## config.mk

```make
export PLATFORM = sky130hd
export DESIGN_NAME = traffic_phase_seq
export DESIGN_NICKNAME = d
export VERILOG_FILES = /design/src/rtl/traffic_phase_seq.sv
export SDC_FILE = /design/constraint.sdc
export NUM_CORES = 1
export LEC_CHECK = 0
export BUFFER_PORTS_ARGS = -buffer_cell sky130_fd_sc_hd__clkbuf_2
export CAP_MARGIN = 5
export CORE_UTILIZATION = 55
export DETAILED_ROUTE_END_ITERATION = 10
export PLACE_DENSITY = 0.82
export SYNTH_ARGS = -nofsm -noshare
export SYNTH_HDL_FRONTEND = slang
export SYNTH_SLANG_ARGS = --single-unit
```

## constraint.sdc

```tcl
create_clock -name clk -period 4.1 [get_ports clk]
set_input_delay 0.615 -clock clk [delete_from_list [all_inputs] [get_ports clk]]
set_output_delay 0.615 -clock clk [all_outputs]
set_load 0.03 [all_outputs]
```

## src/rtl/traffic_phase_seq.sv

```systemverilog
// Two-road phase sequencer that drives the set/reset pairs and update strobe of the lamp flip-flop bank.
// Optional pedestrian-request shortening of green is enabled by defining PED_REQ_EN.
module traffic_phase_seq #(
  parameter int TW        = 8,
  parameter int GREEN_T   = 20,
  parameter int YELLOW_T  = 4,
  parameter int ALLRED_T  = 2,
  parameter int MIN_GREEN = 5
) (
  input  logic       clk,
  input  logic       reset,
  input  logic       tick,
  input  logic       ew_car,
  input  logic       ped_btn,
  output logic [2:0] ns_s,
  output logic [2:0] ns_r,
  output logic [2:0] ew_s,
  output logic [2:0] ew_r,
  output logic       lamp_en,
  output logic [2:0] phase
);

  typedef enum logic [2:0] {
    AR1  = 3'd0,
    NS_G = 3'd1,
    NS_Y = 3'd2,
    AR2  = 3'd3,
    EW_G = 3'd4,
    EW_Y = 3'd5
  } state_t;

  state_t        state, state_nxt;
  logic [TW-1:0] timer, timer_nxt, timer_eff;
  logic          trans;
  logic          go;
  logic          upd_p0;

  function automatic logic [TW-1:0] dur(input state_t s);
    case (s)
      NS_G, EW_G: return TW'(GREEN_T);
      NS_Y, EW_Y: return TW'(YELLOW_T);
      default:    return TW'(ALLRED_T);
    endcase
  endfunction

  function automatic state_t next_state(input state_t s);
    case (s)
      AR1:     return NS_G;
      NS_G:    return NS_Y;
      NS_Y:    return AR2;
      AR2:     return EW_G;
      EW_G:    return EW_Y;
      default: return AR1;
    endcase
  endfunction

  // {ns red,yellow,green, ew red,yellow,green}
  function automatic logic [5:0] lamps(input state_t s);
    case (s)
      NS_G:    return 6'b001_100;
      NS_Y:    return 6'b010_100;
      EW_G:    return 6'b100_001;
      EW_Y:    return 6'b100_010;
      default: return 6'b100_100;
    endcase
  endfunction

`ifdef PED_REQ_EN
  logic pend, pend_nxt;

  // Remaining green limited to max(MIN_GREEN - elapsed, 1).
  function automatic logic [TW-1:0] clamp_rem(input logic [TW-1:0] t);
    int signed elapsed;
    int signed rem;
    elapsed = GREEN_T - int'(t);
    rem     = MIN_GREEN - elapsed;
    if (rem < 1) rem = 1;
    if (int'(t) > rem) return TW'(rem);
    return t;
  endfunction
`else
  logic unused_ped;
  assign unused_ped = ped_btn;
`endif

  always_comb begin
    timer_eff = timer;
    go        = ew_car;
`ifdef PED_REQ_EN
    if (pend && (state == NS_G || state == EW_G)) timer_eff = clamp_rem(timer);
    go = ew_car | pend;
`endif
    state_nxt = state;
    timer_nxt = timer_eff;
    trans     = 1'b0;
    if (tick) begin
      if (timer_eff == TW'(1)) begin
        if (state == NS_G && !go) begin
          timer_nxt = TW'(1);
        end else begin
          trans     = 1'b1;
          state_nxt = next_state(state);
          timer_nxt = dur(state_nxt);
        end
      end else begin
        timer_nxt = timer_eff - TW'(1);
      end
    end
`ifdef PED_REQ_EN
    pend_nxt = ped_btn | (pend & ~(trans & (state_nxt == AR1 || state_nxt == AR2)));
`endif
  end

  // Stage p0: state/lamp update; stage p1: strobe one cycle later so s/r settle first.
  always_ff @(posedge clk or posedge reset) begin
    if (reset) begin
      state   <= AR1;
      timer   <= TW'(ALLRED_T);
      ns_s    <= 3'b100;
      ew_s    <= 3'b100;
      lamp_en <= 1'b0;
      upd_p0  <= 1'b1;
`ifdef PED_REQ_EN
      pend    <= 1'b0;
`endif
    end else begin
      state        <= state_nxt;
      timer        <= timer_nxt;
      {ns_s, ew_s} <= lamps(state_nxt);
      upd_p0       <= trans | (upd_p0 & lamp_en);
      lamp_en      <= upd_p0 & ~lamp_en;
`ifdef PED_REQ_EN
      pend         <= pend_nxt;
`endif
    end
  end

  assign ns_r  = ~ns_s;
  assign ew_r  = ~ew_s;
  assign phase = state;

endmodule

```

==> results.json <==
{
  "design.die.area_um2": 2170,
  "fmax_ghz": 0.553,
  "design.portCount": 21,
  "core_area_um2": 1800,
  "fillerInstances": 158,
  "min_path_type": "input port to asynchronous set/reset pin",
  "synth_seq_cells": 19,
  "cts_setup_buffers": 0,
  "syn_to_final_growth_pct": 10.8,
  "vias": 906,
  "slowest_delay_ps": 600,
  "syn_inst": 114,
  "detailed_place_hpwl_um": 1570,
  "regArea_um2": 480,
  "cellPowerDensity_nw_per_um2": 588,
  "path_cells": "clkbuf_2",
  "cts_tree": "yes",
  "p_leak_nw": 0.536,
  "overflow": 0,
  "cp_slowest_cell": "dfrtp_1",
  "rsz0062_at_grt": "no",
  "chipWidth_um": 46.6,
  "worstRegToRegCells": 5,
  "grt_usage_pct": 24.5,
  "worstSkewPairLatency_ps": 300,
  "finClkSkew_ps": 11.4,
  "ant_nets": 0,
  "dr.pass1.iters": 4,
  "routedWlPerCell_um": 14.1,
  "grt_first_pass_wirelength_um": 3750,
  "rr_endpoint": "ns_s[2]",
  "worst-endpoint-arrival_ps": 1190,
  "syn-num-nets": 121,
  "power_uw": 711,
  "grt_pass1_vias": 812,
  "cts_max_level": 1,
  "avgSynthCellArea_um2": 9.58,
  "drt_iter0_drc": 49,
  "maxSlewHeadroom_pct": 47.1,
  "yosys_warnings": 0,
  "cts.sinks": 19,
  "cts_resized": 0,
  "cts_buffers": 3,
  "cts_max_path_buffers": 2,
  "path_clk_slew_ps": 110,
  "path_buf_inv": 1,
  "cts_root_buf": "clkbuf_4",
  "crit_path_start_kind": "flop",
  "regToRegSetupSlack_ps": 2300,
  "r2r_start": "timer[1]",
  "cp-end-kind": "primary output",
  "core.rowCount": 15,
  "status": "complete, no violations",
  "fin_crit_sh_pct": 44.1,
  "drive_above_1_share_pct": 25.4,
  "hold_violations": 0,
  "initial_core_util_pct": 60.6,
  "tns_ps": 0,
  "finalNetCount": 138,
  "port_buffers": 19,
  "crit_type": "flop to primary output",
  "routed_wl_um": 2190,
  "avgViaCountPerCell": 5.85,
  "period_minus_slack_ps": 1810,
  "worst-path-max-fanout": 14,
  "worst_pin_slew_ps": 782,
  "yosysUniqueCellTypes": 36,
  "finalSetupViolations": 0,
  "die_height_um": 46.6,
  "drv_slew": 0,
  "num_antenna_cells": 0,
  "drc": 0,
  "multi_input_area_um2": 536,
  "cts_hold_buffers": 0,
  "gp_congestion": 0.826,
  "netlist_area_um2": 1090,
  "worstPathRequired_ps": 3480,
  "cp_top_family": "flip-flops",
  "antenna_found_initial": 0,
  "grt_max_degree": 20,
  "worst_ir_drop_vdd_uv": 387,
  "yosysSeqAreaShare_pct": 44.0,
  "drv_cap": 0
}
-- cells in the final DEF (no fill, tap or decap) --
cell / count
clkbuf_1: 1
inv_1: 11
a31oi_1: 1
nor4_4: 1
clkbuf_2: 19
o31ai_1: 3
nor4_1: 2
nand4_1: 5
o311ai_0: 1
nand3_1: 5
nor2b_1: 5
o21ai_0: 6
a2111oi_4: 1
nand2b_1: 2
o2bb2ai_1: 1
ha_1: 2
or4_1: 1
clkbuf_4: 3
a21oi_1: 4
or3b_2: 1
a211oi_1: 1
o221ai_1: 1
o21a_1: 1
dfrtp_1: 15
nand2_1: 5
nor3b_1: 1
mux2i_1: 2
nor4b_1: 2
and4bb_1: 1
mux2_2: 3
nor3_1: 3
dfstp_2: 4
xnor2_1: 2
or2_2: 1
nor2_1: 11
nand4bb_1: 2
-- power by group --
group / total (mW) / internal [mW] / switching, mW
combinational: 0.291 / 0.111 / 0.180
sequential: 0.324 / 0.244 / 0.0797
clock: 0.0957 / 0.0380 / 0.0577
total: 0.711 / 0.394 / 0.317
-- synthesized netlist by cell type --
master / instances / share of area (%)
dfrtp_1: 15 / 34
inv_1: 11 / 3.8
nor2_1: 11 / 3.8
o21ai_0: 6 / 2.7
clkbuf_1: 5 / 1.7
nand2_1: 5 / 1.7
nand3_1: 5 / 2.3
nand4_1: 5 / 2.9
nor2b_1: 5 / 2.9
a21oi_1: 4 / 1.8
dfstp_2: 4 / 9.6
mux2_2: 3 / 3.1
nor3_1: 3 / 1.4
o31ai_1: 3 / 2.1
ha_1: 2 / 2.3
mux2i_1: 2 / 1.8
nand2b_1: 2 / 1.1
nand4bb_1: 2 / 2.1
nor4_1: 2 / 1.1
nor4b_1: 2 / 1.6
xnor2_1: 2 / 1.6
a2111oi_4: 1 / 2.5
a211oi_1: 1 / 0.69
a31oi_1: 1 / 0.57
and4bb_1: 1 / 1.1
buf_2: 1 / 0.46
buf_6: 1 / 1.0
nor3b_1: 1 / 0.69
nor4_4: 1 / 1.9
o21a_1: 1 / 0.69
o221ai_1: 1 / 0.80
o2bb2ai_1: 1 / 0.80
o311ai_0: 1 / 0.80
or2_2: 1 / 0.57
or3b_2: 1 / 0.80
or4_1: 1 / 0.69
-- sequential cells by signal (all words and copies together) (netlist names) --
register,cells
lamp_en,1
timer,8
phase,3
upd_p0,1
ns_s,3
ew_s,3
-- cell families after synthesis --
family | count (synthesis) | share of synthesized area (%)
compound gates | 20 | 13.5
xor+xnor | 2 | 1.60
fa+ha+maj | 2 | 2.29
buf+inv | 18 | 6.99
flops | 19 | 44.0
mux | 5 | 4.93
simple gates | 48 | 26.7
-- final cells by class --
cell class              count  area share [%]
flip-flops and latches     19            39.7
well taps                  25            2.59
multi-input cells          77            44.3
repair buffers             19            7.86
clock buffers               4            2.17
inverters                  11            3.41
-- how the worst max path moves through the flow --
stage / cells after the start / start / to
finish: 1 / phase[2] / phase[2]
global placement: 4 / tick / timer[2]
floorplan: 4 / timer[5] / timer[2]
global route: 3 / phase[0] / ns_s[0]
detailed placement: 4 / tick / timer[2]
CTS: 1 / phase[2] / phase[2]
-- per-stage QoR --
step	utilization (%)	worst slack, ps	cell area (um^2)	hold slack (ps)	std cells
6_report	67.2	2290	1210	385	155
2_1_floorplan	-	2540	1090	457	114
5_1_grt	67.2	2120	1210	484	155
3_3_place_gp	65.7	2240	1180	439	151
4_1_cts	67.2	2280	1210	423	155
3_5_place_dp	65.7	2170	1180	456	151
-- per-layer routing --
metal	vias to the layer above	part of all wire, %	global-route usage, %
met2	34	50	39.4
met5	-	0	0
met1	435	44	33.0
met3	4	5.2	5.88
li1	433	-	-
met4	0	1.0	5.29
No activity file was read; power rests on OpenSTA's default activity.
